--- config.mk ---
export PLATFORM = sky130hd
export DESIGN_NAME = serial_input_port
export DESIGN_NICKNAME = d
export VERILOG_FILES = /design/src/rtl/serial_input_port.sv
export SDC_FILE = /design/constraint.sdc
export NUM_CORES = 1
export LEC_CHECK = 0
export CORE_ASPECT_RATIO = 0.7
export CORE_MARGIN = 2
export CORE_UTILIZATION = 60
export CTS_CLUSTER_DIAMETER = 120
export DETAILED_ROUTE_END_ITERATION = 6
export PLACE_DENSITY = 0.8
export SYNTH_ARGS = -nofsm -noshare
export SYNTH_HDL_FRONTEND = slang
export SYNTH_SLANG_ARGS = --single-unit
--- constraint.sdc ---
create_clock -name io_clock -period 5.3 [get_ports io_clock]
set_input_delay 1.06 -clock io_clock [delete_from_list [all_inputs] [get_ports io_clock]]
set_output_delay 1.06 -clock io_clock [all_outputs]
set_load 0.01 [all_outputs]
--- src/rtl/serial_input_port.sv ---
// Purpose : 8N1 serial receiver that feeds characters to a machine's INPR/FGI input port.
// Latency : stop-bit sample to io_fgiset high is 2 cycles (io_fgi low, holding buffer empty).
// Backpr. : io_fgi high stalls delivery; one character is held, later ones are dropped (io_overrun).
//
// Ports
//   io_clock     : system clock, all state on the rising edge
//   io_reset_n   : asynchronous active-low reset
//   io_rxd       : asynchronous serial line, idle high, LSB first
//   io_fgi       : machine FGI flag (1 = previous character not yet taken)
//   io_inpr      : last delivered character, changes only with io_fgiset
//   io_fgiset    : one-cycle pulse that sets FGI and qualifies io_inpr
//   io_overrun   : sticky, a received character was dropped
//   io_frame_err : one-cycle pulse in the cycle a low stop bit is sampled
module serial_input_port #(
    parameter int CLKS_PER_BIT = 1335   // legal range 4..4095
) (
    input  logic       io_clock,
    input  logic       io_reset_n,
    input  logic       io_rxd,
    input  logic       io_fgi,
    output logic [7:0] io_inpr,
    output logic       io_fgiset,
    output logic       io_overrun,
    output logic       io_frame_err
);

    localparam int CW = 12;

    localparam logic [CW-1:0] BAUD_FULL = CW'(CLKS_PER_BIT);
    localparam logic [CW-1:0] BAUD_HALF = CW'(CLKS_PER_BIT / 2);
    localparam logic [CW-1:0] BAUD_ONE  = CW'(1);

    localparam logic [2:0] ST_IDLE      = 3'd0;
    localparam logic [2:0] ST_START     = 3'd1;
    localparam logic [2:0] ST_DATA      = 3'd2;
    localparam logic [2:0] ST_STOP      = 3'd3;
    localparam logic [2:0] ST_WAIT_HIGH = 3'd4;

    // ------------------------------------------------------------------
    // Line synchronizer. Resets to 1 (idle) so reset release never looks
    // like a start bit.
    // ------------------------------------------------------------------
    logic [1:0] rx_sync;
    logic       rxs;

    always_ff @(posedge io_clock or negedge io_reset_n) begin
        if (!io_reset_n) begin
            rx_sync <= 2'b11;
        end else begin
            rx_sync <= {rx_sync[0], io_rxd};
        end
    end

    assign rxs = rx_sync[1];

    // ------------------------------------------------------------------
    // Receiver FSM
    // ------------------------------------------------------------------
    logic [2:0]    state;
    logic [2:0]    state_nxt;
    logic [CW-1:0] baud_cnt;
    logic [CW-1:0] baud_nxt;
    logic [2:0]    bit_cnt;
    logic [2:0]    bit_nxt;
    logic [7:0]    shift_reg;
    logic [7:0]    shift_nxt;
    logic          baud_exp;
    logic          char_vld;
    logic          frame_err;

    // A sample is taken in the cycle the counter reads 1; the half-bit
    // preload from IDLE puts every later sample in the middle of its bit.
    assign baud_exp = (baud_cnt == BAUD_ONE);

    always_comb begin
        state_nxt = state;
        baud_nxt  = baud_cnt;
        bit_nxt   = bit_cnt;
        shift_nxt = shift_reg;
        char_vld  = 1'b0;
        frame_err = 1'b0;

        case (state)
            ST_IDLE: begin
                if (!rxs) begin
                    state_nxt = ST_START;
                    bit_nxt   = 3'd0;
                    baud_nxt  = BAUD_HALF;
                end
            end

            ST_START: begin
                if (baud_exp) begin
                    baud_nxt = BAUD_FULL;
                    if (!rxs) begin
                        state_nxt = ST_DATA;
                    end else begin
                        // Line went back high by mid start bit: a glitch.
                        state_nxt = ST_IDLE;
                    end
                end else begin
                    baud_nxt = baud_cnt - BAUD_ONE;
                end
            end

            ST_DATA: begin
                if (baud_exp) begin
                    baud_nxt  = BAUD_FULL;
                    shift_nxt = {rxs, shift_reg[7:1]};
                    bit_nxt   = bit_cnt + 3'd1;
                    if (bit_cnt == 3'd7) begin
                        state_nxt = ST_STOP;
                    end
                end else begin
                    baud_nxt = baud_cnt - BAUD_ONE;
                end
            end

            ST_STOP: begin
                if (baud_exp) begin
                    baud_nxt = BAUD_FULL;
                    if (rxs) begin
                        char_vld  = 1'b1;
                        state_nxt = ST_IDLE;
                    end else begin
                        frame_err = 1'b1;
                        state_nxt = ST_WAIT_HIGH;
                    end
                end else begin
                    baud_nxt = baud_cnt - BAUD_ONE;
                end
            end

            ST_WAIT_HIGH: begin
                // A broken frame leaves the line low; a new start bit is
                // only meaningful once the line has returned to idle.
                if (rxs) begin
                    state_nxt = ST_IDLE;
                end
            end

            default: begin
                state_nxt = ST_IDLE;
            end
        endcase
    end

    always_ff @(posedge io_clock or negedge io_reset_n) begin
        if (!io_reset_n) begin
            state     <= ST_IDLE;
            baud_cnt  <= '0;
            bit_cnt   <= '0;
            shift_reg <= 8'hFF;
        end else begin
            state     <= state_nxt;
            baud_cnt  <= baud_nxt;
            bit_cnt   <= bit_nxt;
            shift_reg <= shift_nxt;
        end
    end

    assign io_frame_err = frame_err;

    // ------------------------------------------------------------------
    // One-entry holding buffer and delivery to INPR/FGI
    // ------------------------------------------------------------------
    logic [7:0] pend_data;
    logic       pend_valid;
    logic       deliver;
    logic       accept;
    logic       drop;

    // The io_fgiset guard covers the cycle in which the machine's FGI has
    // not yet risen in response to our own pulse.
    assign deliver = pend_valid & ~io_fgi & ~io_fgiset;

    // A delivery in the same cycle frees the slot for the arriving char.
    assign accept  = char_vld & (~pend_valid | deliver);
    assign drop    = char_vld & pend_valid & ~deliver;

    always_ff @(posedge io_clock or negedge io_reset_n) begin
        if (!io_reset_n) begin
            pend_data  <= 8'h00;
            pend_valid <= 1'b0;
            io_inpr    <= 8'h00;
            io_fgiset  <= 1'b0;
            io_overrun <= 1'b0;
        end else begin
            if (accept) begin
                pend_data  <= shift_reg;
                pend_valid <= 1'b1;
            end else if (deliver) begin
                pend_valid <= 1'b0;
            end

            if (deliver) begin
                io_inpr <= pend_data;
            end
            io_fgiset <= deliver;

            if (drop) begin
                io_overrun <= 1'b1;
            end
        end
    end

    // ------------------------------------------------------------------
    // Invariants
    // ------------------------------------------------------------------
    a_fgiset_single: assert property (@(posedge io_clock) disable iff (!io_reset_n)
        io_fgiset |=> !io_fgiset);

    a_overrun_sticky: assert property (@(posedge io_clock) disable iff (!io_reset_n)
        io_overrun |=> io_overrun);

    a_inpr_stable: assert property (@(posedge io_clock) disable iff (!io_reset_n)
        !deliver |=> $stable(io_inpr));

endmodule

==> impl_metrics.yaml <==
clock_tree:
  numCtsBuffers: 5
  root_buffer: "clkbuf_8"
  h-tree-depth: 2
  cts_max_path_buffers: 2
  clock_sinks: 47
  cts_hold_buf: 0
  cts_tree: "built"
  clk_pin_slew_ps: 80
  clk_latency_ps: 300
  post-cts-setup-buffers: 0
  ctsResizeCount: 0
die:
  core-area_sq_um: 3510
  num_rows: 18
  fp.dieW_um: 76.3
  die_height_um: 54.6
  initial_core_util_pct: 62.6
  io_pins: 15
  dieArea_sq_um: 4170
drt:
  wl_per_cell_um: 16.4
  first_iter_violations: 159
  postRouteAntennaNets: 0
  vias: 1562
  wl_mm: 4.14
  via_per_inst: 6.20
  first_pass_iters: 5
  drc: 0
timing:
  hold_violations: 0
  setup_tns_ps: 0
  tightest_slew_ps: 1010
  drv_slew: 0
  setup_viol_count_final: 0
  fmax_mhz: 270
  max_slew_margin_pct: 32.9
  finClkSkew_ps: 7.25
  rsz0062_at_grt: "false"
  fin_crit_sh_pct: 69.8
  fin_crit_ps: 3700
  fin_ws_ps: 1600
  worst_hold_slack_ps: 364
logic_synthesis:
  synth_compound_area_share_pct: 13.5
  ys_warn_count: 0
  syn_area_sq_um: 2200
  synthSimpleGateAreaFrac_pct: 14.4
  netlist_instances: 188
  syn_area_per_cell_sq_um: 11.7
  synth-adder-area-share_pct: 2.28
  ys_seq_area_share_pct: 54.1
  ys_ff_latch: 47
  syn_nets: 196
  synth_edf_count: 0
  synth_top_family_by_area: "simple AND/OR/NAND/NOR gates"
  ys_types: 44
  synthMuxAreaShare_pct: 12.7
  async_reset_ff_share_pct: 100
  synth_xor_area_share_pct: 0
  synth_ff_type: "dfrtp_1"
finish:
  final_layout_size_suffix_gt1_share_pct: 24.8
  fin_area_sq_um: 2500
  largest_register_ffs: 12
  nets: 209
  top_register: "baud_cnt"
  syn2layout_area_growth_pct: 13.5
  antenna_cells: 0
worst_setup_path:
  cp-end-kind: "output pin"
  path_class: "register to output pin"
  path_max_fanout: 20
  worstPathArrival_ps: 2640
  r2r_cells: 7
  cp-start-kind: "register"
  worst_ep_required_time_ps: 4240
placement:
  place_congestion: 0.873
  place_hpwl_mm: 2.82
  port_buffers: 14
  pre_cts_ws_ps: 1950
  placed_cell_area_sq_um: 2360
global_routing:
  grt_pass1_vias: 1340
  grt_max_degree: 48
  overflow: 0
  grt_usage_pct: 20.5
  grt_first_pass_wirelength_mm: 6.41
  antenna_found_initial: 0
outcome:
  status: "completed"
power:
  total_power_uw: 673
  p_per_area_nw_per_um2: 269
  ir_worst_vdd_uv: 225
  p_leak_nw: 1.08
min_path:
  worstHoldPathType: "register to register"
  hold_path_depth: 0
flow_run:
  cap_violations: 0
-- synth_stat cells (3+ instances only) --
library cell	count	share of area (%)
a21oi_1	7	1.6
a31oi_1	5	1.4
clkbuf_1	7	1.2
dfrtp_1	37	42
dfstp_2	10	12
ha_1	4	2.3
inv_1	5	0.85
mux2_2	24	12
nand2_1	13	2.2
nand4_1	3	0.85
nor2_1	10	1.7
nor3_1	4	0.91
nor4b_1	3	1.2
o211ai_1	3	1.0
o21ai_0	12	2.7
-- critical path: stages, from the launching register on --
cell	delay [ps]
dfrtp_1	410
inv_1	120
ha_1	160
or4b_4	490
nor4_4	150
buf_4	290
and3_1	190
clkdlybuf4s50_1	530
-- metrics by stage --
| step | utilization, % | cells |
|---|---|---|
| after floorplan | - | 188 |
| after global placement | 67.3 | 244 |
| after detailed placement | 67.3 | 244 |
| after CTS | 71.0 | 252 |
| after global routing | 71.0 | 252 |
| final | 71.0 | 252 |
-- where the power goes --
part | internal (mW) | total, mW | switching [mW]
Sequential | 0.360 | 0.361 | 0.00121
Clock | 0.188 | 0.302 | 0.114
Combinational | 0.00175 | 0.00893 | 0.00718
Total | 0.550 | 0.673 | 0.122
-- cell usage in the layout, fill, tap and decap left out, drive strengths merged, types with 6 or more instances in the layout --
cell           synthesis  routed
a21oi                  7       7
clkbuf                 7       6
clkdlybuf4s50          0      13
dfrtp                 37      37
dfstp                 10      10
mux2                  24      24
nand2                 13      13
nor2                  10      10
o21ai                 12      12
-- cell families after synthesis --
kind of cell | count (synthesis)
mux | 25
compound gates | 45
buf+inv | 15
flops | 47
simple gates | 52
fa+ha+maj | 4
-- worst paths after layout --
kind                       slack, ps         from            to
hold / removal                   360   rx_sync[0]    rx_sync[1]
setup reg to reg                2900  baud_cnt[1]  pend_data[3]
hold reg to reg                  360   rx_sync[0]    rx_sync[1]
max in group asynchronous       3750   io_reset_n   baud_cnt[0]
min in group asynchronous        930   io_reset_n    bit_cnt[0]
setup / recovery                1600  baud_cnt[1]  io_frame_err
-- per-layer routing --
layer / share of wire, % / global-route usage [%] / up-vias
met5: 0 / 0 / -
met4: 0.85 / 7.58 / 0
met3: 5.9 / 4.79 / 7
met2: 47 / 33.5 / 65
met1: 46 / 27.5 / 765
li1: - / - / 725
-- area by class of cell --
cell class,count,area (sq um)
inverters,5,18.8
clock buffers,6,72.6
multi-input cells,126,943
flip-flops and latches,47,1190
clock inverters,2,60.1
repair buffers,16,150
fillers,263,1020
well taps,50,62.6
Note: power is estimated with default switching activity, not from simulation.
